--- src/rtl/chunk_comparator_pkg.sv ---
// chunk_comparator_pkg: FSM state and result types shared by the chunk comparator
package chunk_comparator_pkg;

    typedef enum logic [1:0] {
        IDLE = 2'd0,
        RUN  = 2'd1,
        DONE = 2'd2
    } state_t;

    typedef struct packed {
        logic eq;
        logic lt;
        logic gt;
    } result_t;

endpackage

--- src/rtl/chunk_comparator_chunk_cmp.sv ---
// chunk_cmp: combinational unsigned magnitude compare of one chunk
module chunk_cmp #(
    parameter int CHUNK = 8
) (
    input  logic [CHUNK-1:0] x,
    input  logic [CHUNK-1:0] y,
    output logic             eq,
    output logic             lt,
    output logic             gt
);

    // plain three-way compare; signedness is handled by the caller flipping MSBs
    always_comb begin
        eq = (x == y);
        lt = (x < y);
        gt = (x > y);
    end

endmodule

--- src/rtl/chunk_comparator.sv ---
// chunk_comparator: multi-cycle MSB-first chunked comparator with early exit
// Optional feature macro: CHUNK_CMP_SIGNED_EN adds signed_mode (two's complement compare)
module chunk_comparator
    import chunk_comparator_pkg::*;
#(
    parameter int N     = 32,
    parameter int CHUNK = 8
) (
    input  logic         clk,
    input  logic         rst_n,
    input  logic         start,
    input  logic [N-1:0] a,
    input  logic [N-1:0] b,
`ifdef CHUNK_CMP_SIGNED_EN
    input  logic         signed_mode,
`endif
    output logic         busy,
    output logic         done,
    output logic         equal,
    output logic         less_than,
    output logic         greater_than
);

    localparam int K  = N / CHUNK;
    localparam int IW = (K > 1) ? $clog2(K) : 1;

    if (N % CHUNK != 0) begin : g_bad_chunk
        $error("chunk_comparator: N must be an integer multiple of CHUNK");
    end

    state_t               state, state_nx;
    logic [N-1:0]         a_r, b_r;
    logic [IW-1:0]        idx;
    result_t              res;
    logic [CHUNK-1:0]     x, y, fm;
    logic                 c_eq, c_lt, c_gt;
    logic                 last;

    assign last = (idx == '0);

`ifdef CHUNK_CMP_SIGNED_EN
    localparam logic [CHUNK-1:0] MSB_MASK = CHUNK'(1) << (CHUNK - 1);
    logic sgn_r;
    // inverting both sign bits on the top chunk turns a signed compare into an unsigned one
    assign fm = (sgn_r && idx == IW'(K - 1)) ? MSB_MASK : '0;
`else
    assign fm = '0;
`endif

    // select the indexed chunk of each latched operand
    always_comb begin
        x = a_r[int'(idx) * CHUNK +: CHUNK] ^ fm;
        y = b_r[int'(idx) * CHUNK +: CHUNK] ^ fm;
    end

    chunk_cmp #(.CHUNK(CHUNK)) u_cmp (
        .x  (x),
        .y  (y),
        .eq (c_eq),
        .lt (c_lt),
        .gt (c_gt)
    );

    // state register
    always_ff @(posedge clk or negedge rst_n) begin
        if (!rst_n) state <= IDLE;
        else        state <= state_nx;
    end

    // next-state: accept in IDLE, exit RUN on first difference or last chunk
    always_comb begin
        state_nx = state;
        case (state)
            IDLE:    state_nx = start ? RUN : IDLE;
            RUN:     state_nx = (!c_eq || last) ? DONE : RUN;
            default: state_nx = IDLE;
        endcase
    end

    // datapath: latch operands on accept, walk the index, register the verdict
    always_ff @(posedge clk or negedge rst_n) begin
        if (!rst_n) begin
            a_r <= '0;
            b_r <= '0;
            idx <= '0;
            res <= '0;
`ifdef CHUNK_CMP_SIGNED_EN
            sgn_r <= 1'b0;
`endif
        end else if (state == IDLE && start) begin
            a_r <= a;
            b_r <= b;
            idx <= IW'(K - 1);
`ifdef CHUNK_CMP_SIGNED_EN
            sgn_r <= signed_mode;
`endif
        end else if (state == RUN) begin
            if (!c_eq)     res <= '{eq: 1'b0, lt: c_lt, gt: c_gt};
            else if (last) res <= '{eq: 1'b1, lt: 1'b0, gt: 1'b0};
            else           idx <= idx - 1'b1;
        end
    end

    // outputs decoded from state and the held result
    always_comb begin
        busy         = (state != IDLE);
        done         = (state == DONE);
        equal        = res.eq;
        less_than    = res.lt;
        greater_than = res.gt;
    end

endmodule
--- config.mk ---
export PLATFORM = sky130hd
export DESIGN_NAME = chunk_comparator
export DESIGN_NICKNAME = d
export VERILOG_FILES = /design/src/rtl/chunk_comparator_pkg.sv /design/src/rtl/chunk_comparator_chunk_cmp.sv /design/src/rtl/chunk_comparator.sv
export SDC_FILE = /design/constraint.sdc
export NUM_CORES = 1
export LEC_CHECK = 0
export ABC_AREA = 1
export ABC_CLOCK_PERIOD_IN_PS = 1900
export CAP_MARGIN = 10
export CORE_MARGIN = 4
export CORE_UTILIZATION = 45
export DETAILED_ROUTE_END_ITERATION = 12
export PLACE_DENSITY = 0.75
export SLEW_MARGIN = 20
export SYNTH_ARGS = -nofsm -noshare
export SYNTH_HDL_FRONTEND = slang
export SYNTH_SLANG_ARGS = --single-unit
--- constraint.sdc ---
create_clock -name clk -period 1.9 [get_ports clk]
set_input_delay 0.19 -clock clk [delete_from_list [all_inputs] [get_ports clk]]
set_output_delay 0.19 -clock clk [all_outputs]
set_load 0.03 [all_outputs]
==> results.sh, run 1 <==
export IMPL_power_total_mw=7.98
export IMPL_synth_edff_count=0
export IMPL_finalWeightedCongestion=0.850
export IMPL_timing_hold_worst_class="primary input to asynchronous set/reset pin"
export IMPL_power_density_nw_per_um2=1770
export IMPL_grt_util_all_layers=0.193
export IMPL_cts_sinks=71
export IMPL_ys_seq_elements=71
export IMPL_synth_async_reset_ratio=1.00
export IMPL_clock_skew_final_ns=0.00666
export IMPL_rsz0062_at_grt="true"
export IMPL_worst_ep_arrival_time_ns=2.19
export IMPL_worst_slew_margin_rel=0.775
export IMPL_worst_slew_pin_slew_ns=0.334
export IMPL_initial_antenna_violation_count=0
export IMPL_ir_drop_mv=1.18
export IMPL_max_cap_viol_count=0
export IMPL_wl_mm=8.15
export IMPL_cts_reportedPaths_clkPinSlew_ns=0.07
export IMPL_timing_fmax_mhz=511
export IMPL_cts_htree_levels=3
export IMPL_synthesis_area_um2=3400
export IMPL_netlist_instances=429
export IMPL_grt_ovfl_total=0
export IMPL_grt_pass1_wl_mm=13.4
export IMPL_die_w_um=94.9
export IMPL_setup_tns_ns=-0.249
export IMPL_boundaryPins=72
export IMPL_synth_top_cells_by_area="sky130_fd_sc_hd__dfrtp_1, sky130_fd_sc_hd__nand2_1, sky130_fd_sc_hd__ha_1"
export IMPL_endpoint_kind="flip-flop"
export IMPL_clock_path_buffers=2
export IMPL_core_region_area_um2=7290
export IMPL_mostFrequentLayoutCells="sky130_fd_sc_hd__nand2_1, sky130_fd_sc_hd__dfrtp_1, sky130_fd_sc_hd__clkdlybuf4s50_1"
export IMPL_design_die_area_um2=9000
export IMPL_synth_distinct_cells=20
export IMPL_drt_iter0_drc=156
export IMPL_initial_util=0.466
export IMPL_stdcell_area_um2=4510
export IMPL_cp_data_required_time_ns=2.13
export IMPL_insertedDiodeCount=0
export IMPL_cts_made_buffers=9
export IMPL_crit_type="flip-flop to flip-flop"
export IMPL_number_of_nets_in_the_synthesized_netlist=505
export IMPL_status="finished with violations"
export IMPL_yosys_area_top_type="sky130_fd_sc_hd__dfrtp_1"
export IMPL_io_buffers=71
export IMPL_rows=31
export IMPL_layout_cells_most_common="sky130_fd_sc_hd__nand2_1"
export IMPL_vert_die_dim_um=94.9
export IMPL_flow_area_growth_from_synthesis_pct=32.7
export IMPL_post_route_cells_drive_above_1_share=0.102
export IMPL_average_size_of_a_mapped_cell_um2=7.92
export IMPL_path_max_fanout=8
export IMPL_final_min_period_over_clock_period=1.03
export IMPL_total_iterations_of_the_first_detailed_routing_run=4
export IMPL_postSynth_topFlopCell="sky130_fd_sc_hd__dfrtp_1"
export IMPL_vias=2946
export IMPL_place_hpwl_mm=6.03
export IMPL_post_route_worst_setup_slack_ns=-0.0581
export IMPL_post_cts_setup_buffers=0
export IMPL_seq_area_frac_synth=0.523
export IMPL_pre_cts_slack_ns=-0.115
export IMPL_grt_start_max_net_pins=43
export IMPL_final_core_utilization=0.618
export IMPL_final_nets=580
export IMPL_synth_yosys_warnings=0
export IMPL_layout_min_cycle_time_ns=1.96
export IMPL_detail_route_antenna_nets=0
export IMPL_total_setup_violations_reported_at_the_end_of_the_flow=6
export IMPL_post_route_drc_count=0
export IMPL_tritoncts="built"
export IMPL_routed_via_density=4.85
export IMPL_final_max_slew_viol_count=0
export IMPL_synth_top_area_share=0.523
export IMPL_hold_worst_slack_ns=0.268
export IMPL_stdcell_count=607
export IMPL_static_leakage_power_nw=2.27
export IMPL_grt_pass1_vias=2933
export IMPL_cts_root_buf="sky130_fd_sc_hd__clkbuf_8"
export IMPL_per_cell_routed_wire_length_um=13.4
export IMPL_violations="setup timing"
export IMPL_finalHoldViolCount=0
export IMPL_post_place_cells=591
export IMPL_crit_path_start_kind="flip-flop"
export IMPL_dpl_instance_area_um2=4220
export IMPL_clock_insertion_delay_worst_skew_ns=0.34
[repair_timing]
item,CTS,global route
setup endpoints to repair,7,7
hold buffers,1,0
endpoints found under the hold margin,11,0
pin swaps,2,0
gates resized for setup,9,22
[sequential cells by signal, indices dropped and copies added (netlist names)]
| register | count |
|---|---|
| a_r | 32 |
| b_r | 32 |
| idx | 2 |
| state | 2 |
| equal | 1 |
| greater_than | 1 |
| less_than | 1 |
[Yosys cell counts, types with 2 or more instances]
| cell type | n |
|---|---|
| sky130_fd_sc_hd__o22ai_1 | 8 |
| sky130_fd_sc_hd__dfrtp_1 | 71 |
| sky130_fd_sc_hd__a21oi_1 | 12 |
| sky130_fd_sc_hd__buf_4 | 5 |
| sky130_fd_sc_hd__inv_1 | 10 |
| sky130_fd_sc_hd__inv_2 | 3 |
| sky130_fd_sc_hd__ha_1 | 9 |
| sky130_fd_sc_hd__buf_6 | 5 |
| sky130_fd_sc_hd__o21ai_1 | 2 |
| sky130_fd_sc_hd__nor2_1 | 23 |
| sky130_fd_sc_hd__o21ai_0 | 17 |
| sky130_fd_sc_hd__a32o_1 | 8 |
| sky130_fd_sc_hd__nand2_1 | 237 |
| sky130_fd_sc_hd__buf_2 | 13 |
[layer usage]
layer  global-route usage  wire length [um]  vias up
li1                     -                 -     1492
met2                0.304              3870       66
met1                0.256              3720     1373
met4               0.0745               170        0
met5                    0                 0        -
met3               0.0502               401       15
[logic make-up after synthesis]
| family | count (synthesis) | share of synthesized area |
|---|---|---|
| and+or+nand+nor | 263 | 0.292 |
| DFF | 71 | 0.523 |
| AOI/OAI and AO/OA | 49 | 0.0888 |
| buffers and inverters | 37 | 0.0626 |
| adders and majority gates | 9 | 0.0331 |
[power breakdown]
group | total (mW) | leakage, nW | switching (mW) | internal (mW)
clock network | 1.09 | 0.0898 | 0.517 | 0.577
registers | 2.76 | 0.872 | 0.509 | 2.25
logic | 4.12 | 1.31 | 2.38 | 1.74
total | 7.98 | 2.27 | 3.41 | 4.57
[final cells by class]
class                   count  area (um^2)
well taps                  99          124
flip-flops and latches     71         1780
clock buffers              15          176
multi-input cells         321         1490
repair buffers             88          888
inverters                  13         51.3
fillers                   643         2790
[critical path, cell delays in order, from the launching register on]
cell and delay (ns):
sky130_fd_sc_hd__dfrtp_1 0.42, sky130_fd_sc_hd__inv_2 0.14, sky130_fd_sc_hd__buf_12 0.13, sky130_fd_sc_hd__nand2_2 0.04, sky130_fd_sc_hd__a32o_1 0.24, sky130_fd_sc_hd__ha_4 0.27, sky130_fd_sc_hd__nand2_2 0.07, sky130_fd_sc_hd__nor2_4 0.14
sky130_fd_sc_hd__nand2_2 0.10, sky130_fd_sc_hd__nand2_2 0.09, sky130_fd_sc_hd__nand2_4 0.07, sky130_fd_sc_hd__nand2_2 0.07, sky130_fd_sc_hd__o21ai_1 0.06
[path summary, 6_finish.rpt]
path | cells after the start | slack (ns) | start | endpoint
worst min register to register | 2 | 0.48 | a_r[19] | a_r[19]
worst min-delay path | 2 | 0.27 | rst_n | a_r[16]
worst max-delay path | 12 | -0.06 | idx[0] | idx[1]
max in group asynchronous | 3 | 1.02 | rst_n | b_r[11]
min in group clk | 3 | 0.37 | a[29] | a_r[29]
worst max register to register | 12 | -0.06 | idx[0] | idx[1]
Power figures use the tool's default switching activity.
==> inputs of run 2 (changes only) <==
--- a/config.mk
+++ b/config.mk
@@ -12,6 +12,7 @@
 export CORE_UTILIZATION = 45
 export DETAILED_ROUTE_END_ITERATION = 12
 export PLACE_DENSITY = 0.75
+export SKIP_LAST_GASP = 1
 export SLEW_MARGIN = 20
 export SYNTH_ARGS = -nofsm -noshare
 export SYNTH_HDL_FRONTEND = slang
==> results of run 2 <==
The final DEF is identical to that of run 1; final timing and power are the same.
==> inputs of run 3 (changes only) <==
--- a/config.mk
+++ b/config.mk
@@ -5,11 +5,12 @@
 export SDC_FILE = /design/constraint.sdc
 export NUM_CORES = 1
 export LEC_CHECK = 0
-export ABC_AREA = 1
+export ABC_AREA = 0
 export ABC_CLOCK_PERIOD_IN_PS = 1900
 export CAP_MARGIN = 10
 export CORE_MARGIN = 4
 export CORE_UTILIZATION = 45
+export CTS_CLUSTER_DIAMETER = 50
 export DETAILED_ROUTE_END_ITERATION = 12
 export PLACE_DENSITY = 0.75
 export SKIP_LAST_GASP = 1
==> constraint.sdc (replaced) <==
create_clock -name clk -period 1.9 [get_ports clk]
set_input_delay 0.57 -clock clk [delete_from_list [all_inputs] [get_ports clk]]
set_output_delay 0.57 -clock clk [all_outputs]
set_load 0.03 [all_outputs]
==> results.sh, run 3 <==
export IMPL_gr_usage_met3=0.0624
export IMPL_yosys_cell_count_top_type="sky130_fd_sc_hd__dfrtp_1"
export IMPL_cts_htree_levels=3
export IMPL_tritoncts="built"
export IMPL_layout_min_cycle_time_ns=2.34
export IMPL_synthAdderAreaFrac=0.0329
export IMPL_ir_drop_mv=0.639
export IMPL_timing_fmax_mhz=427
export IMPL_synth_mux_area_fraction=0.338
export IMPL_groute_layer_met2_usage=0.311
export IMPL_post_route_cells_drive_above_1_share=0.455
export IMPL_status="finished with violations"
export IMPL_grt_pass1_wl_mm=12.1
export IMPL_post_synth_most_frequent_cells="sky130_fd_sc_hd__dfrtp_1, sky130_fd_sc_hd__mux2_2, sky130_fd_sc_hd__mux2_4"
export IMPL_grt_ovfl_total=0
export IMPL_synth_edff_count=0
export IMPL_detail_route_antenna_nets=0
export IMPL_seq_area_frac_synth=0.519
export IMPL_clock_path_buffers=2
export IMPL_place_hpwl_mm=5.43
export IMPL_clock_insertion_delay_worst_skew_ns=0.34
export IMPL_multi_input_comb_area_um2=1600
export IMPL_finalWeightedCongestion=0.814
export IMPL_grt_pass1_vias=2428
export IMPL_rsz0062_at_grt="true"
export IMPL_total_iterations_of_the_first_detailed_routing_run=4
export IMPL_grt_busiest_layer="met2"
export IMPL_cts_reportedPaths_clkPinSlew_ns=0.08
export IMPL_finalHoldViolCount=0
export IMPL_crit_type="flip-flop to flip-flop"
export IMPL_post_route_worst_setup_slack_ns=-0.440
export IMPL_path_max_fanout=7
export IMPL_clock_skew_final_ns=0.0128
export IMPL_final_max_slew_viol_count=0
export IMPL_synth_top_area_share=0.519
export IMPL_postSynth_topFlopCell="sky130_fd_sc_hd__dfrtp_1"
export IMPL_layout_cells_most_common="sky130_fd_sc_hd__dfrtp_1"
export IMPL_power_density_nw_per_um2=1160
export IMPL_synth_async_reset_ratio=1.00
export IMPL_die_w_um=95.2
export IMPL_cp_data_required_time_ns=2.11
export IMPL_final_min_period_over_clock_period=1.23
export IMPL_mostFrequentLayoutCells="sky130_fd_sc_hd__dfrtp_1, sky130_fd_sc_hd__clkdlybuf4s50_1, sky130_fd_sc_hd__mux2_2"
export IMPL_cts_root_buf="sky130_fd_sc_hd__clkbuf_8"
export IMPL_synth_compound_gate_area_share=0.0271
export IMPL_routed_via_density=5.14
export IMPL_ys_seq_elements=71
export IMPL_worst_slew_margin_rel=0.639
export IMPL_synth_top_family_by_area="multiplexers"
export IMPL_static_leakage_power_nw=2.09
export IMPL_insertedDiodeCount=0
export IMPL_fillerInstances=540
export IMPL_netlist_instances=213
export IMPL_worst_ep_arrival_time_ns=2.56
export IMPL_synth_top_cells_by_area="sky130_fd_sc_hd__dfrtp_1, sky130_fd_sc_hd__mux2_2, sky130_fd_sc_hd__mux4_2"
export IMPL_grt_use_met1=0.213
export IMPL_synth_yosys_warnings=0
export IMPL_post_cts_hold_buffer_count=0
export IMPL_per_cell_routed_wire_length_um=17.0
export IMPL_grt_start_max_net_pins=23
export IMPL_post_synthesis_simple_gate_area_fraction=0.0347
export IMPL_post_route_drc_count=0
export IMPL_rows=31
export IMPL_grt_util_all_layers=0.181
export IMPL_number_of_nets_in_the_synthesized_netlist=289
export IMPL_violations="setup timing"
export IMPL_max_cap_viol_count=0
export IMPL_timing_hold_worst_class="primary input to asynchronous set/reset pin"
export IMPL_synthesis_area_um2=3420
export IMPL_core_region_area_um2=7330
export IMPL_synth_xor_xnor_area_share=0
export IMPL_r2r_worst_path_cells=8
export IMPL_flow_area_growth_from_synthesis_pct=40.6
export IMPL_yosys_area_top_type="sky130_fd_sc_hd__dfrtp_1"
export IMPL_average_size_of_a_mapped_cell_um2=16.1
export IMPL_setup_tns_ns=-2.43
export IMPL_crit_path_start_kind="flip-flop"
export IMPL_total_setup_violations_reported_at_the_end_of_the_flow=7
export IMPL_worst_slew_pin_slew_ns=0.541
export IMPL_endpoint_kind="flip-flop"
export IMPL_initial_antenna_violation_count=0
export IMPL_io_buffers=71
export IMPL_design_die_area_um2=9060
export IMPL_cts_sinks=71
export IMPL_sequential_cell_area_um2=1780
export IMPL_top_registers="a_r x32, b_r x32"
export IMPL_drt_iter0_drc=67
export IMPL_synth_distinct_cells=31
export IMPL_boundaryPins=72
export IMPL_vias=2178
export IMPL_final_nets=397
export IMPL_wl_mm=7.22
export IMPL_initial_util=0.467
export IMPL_cts_made_buffers=9
export IMPL_vert_die_dim_um=95.2
export IMPL_pre_cts_slack_ns=-0.458
-- run 3: changes by cell type in the layout (fill, tap and decap cells not counted), sizes merged, moves of 3 or more --
| cell | change |
|---|---|
| clkbuf | -3 |
| nor2 | -22 |
| nor2b | +4 |
| a32o | -8 |
| clkdlybuf4s50 | -5 |
| mux4 | +16 |
| buf | +21 |
| o21ai | -18 |
| o22ai | -8 |
| dlygate4sd2 | +4 |
| nand2 | -236 |
| a21oi | -6 |
| mux2 | +64 |
| clkinv | +3 |
-- run 3: final timing paths --
check / start / to / slack (ns)
min in group clk: b_r[3] / b_r[3] / 0.49
hold / removal: rst_n / a_r[28] / 0.20
setup / recovery: idx[0] / greater_than / -0.44
max in group asynchronous: rst_n / b_r[19] / 1.18
setup reg to reg: idx[0] / greater_than / -0.44
hold reg to reg: b_r[3] / b_r[3] / 0.49
-- run 3: report_power, final --
group / switching [mW] / internal, mW
sequential: 0.281 / 2.01
clock: 0.531 / 0.536
combinational: 0.827 / 1.39
total: 1.64 / 3.94
-- run 3: cell type report --
class                   count  area share
repair buffers            108       0.227
inverters                  12     0.00936
well taps                  99      0.0257
multi-input cells         119       0.332
clock inverters             3     0.00390
clock buffers              12      0.0322
flip-flops and latches     71       0.370
-- run 3: through the flow --
step / cell area (um^2) / hold WS, ns / utilization / power, mW / cells
after global placement: 4510 / 0.462 / 0.616 / 4.26 / 408
final: 4810 / 0.200 / 0.656 / 5.58 / 424
after global routing: 4810 / 0.205 / 0.656 / 5.95 / 424
after CTS: 4800 / 0.198 / 0.655 / 5.59 / 424
after detailed placement: 4510 / 0.475 / 0.616 / 4.33 / 408
after floorplan: 3440 / 0.274 / - / 3.51 / 213
-- run 3: logic make-up after synthesis --
family | after synthesis
AOI/OAI and AO/OA | 14
and+or+nand+nor | 16
muxes | 80
adders and majority gates | 9
DFF | 71
buffers and inverters | 23
-- run 3: layer usage --
metal  vias up  routed length (um)
li1        993                   -
met1      1107                2850
met3        13                 385
met2        65                3880
met5         -                   0
met4         0                 111
-- run 3: timing repair --
action / 4_1_cts / 5_1_grt
endpoints found under the hold margin: 0 / 0
endpoints found under the setup margin: 12 / 7
setup buffers: 1 / 0
cloned: 0 / 0
gates resized for setup: 25 / 3
pin swaps: 10 / 5
-- run 3: critical path, cell delays in order, from the launching register on --
cell and delay (ns):
sky130_fd_sc_hd__dfrtp_2 0.43, sky130_fd_sc_hd__buf_12 0.14, sky130_fd_sc_hd__mux4_2 0.55, sky130_fd_sc_hd__ha_4 0.30
sky130_fd_sc_hd__nand4_1 0.13, sky130_fd_sc_hd__buf_4 0.19, sky130_fd_sc_hd__o21ai_2 0.13, sky130_fd_sc_hd__nor2b_1 0.06
sky130_fd_sc_hd__a211o_1 0.28
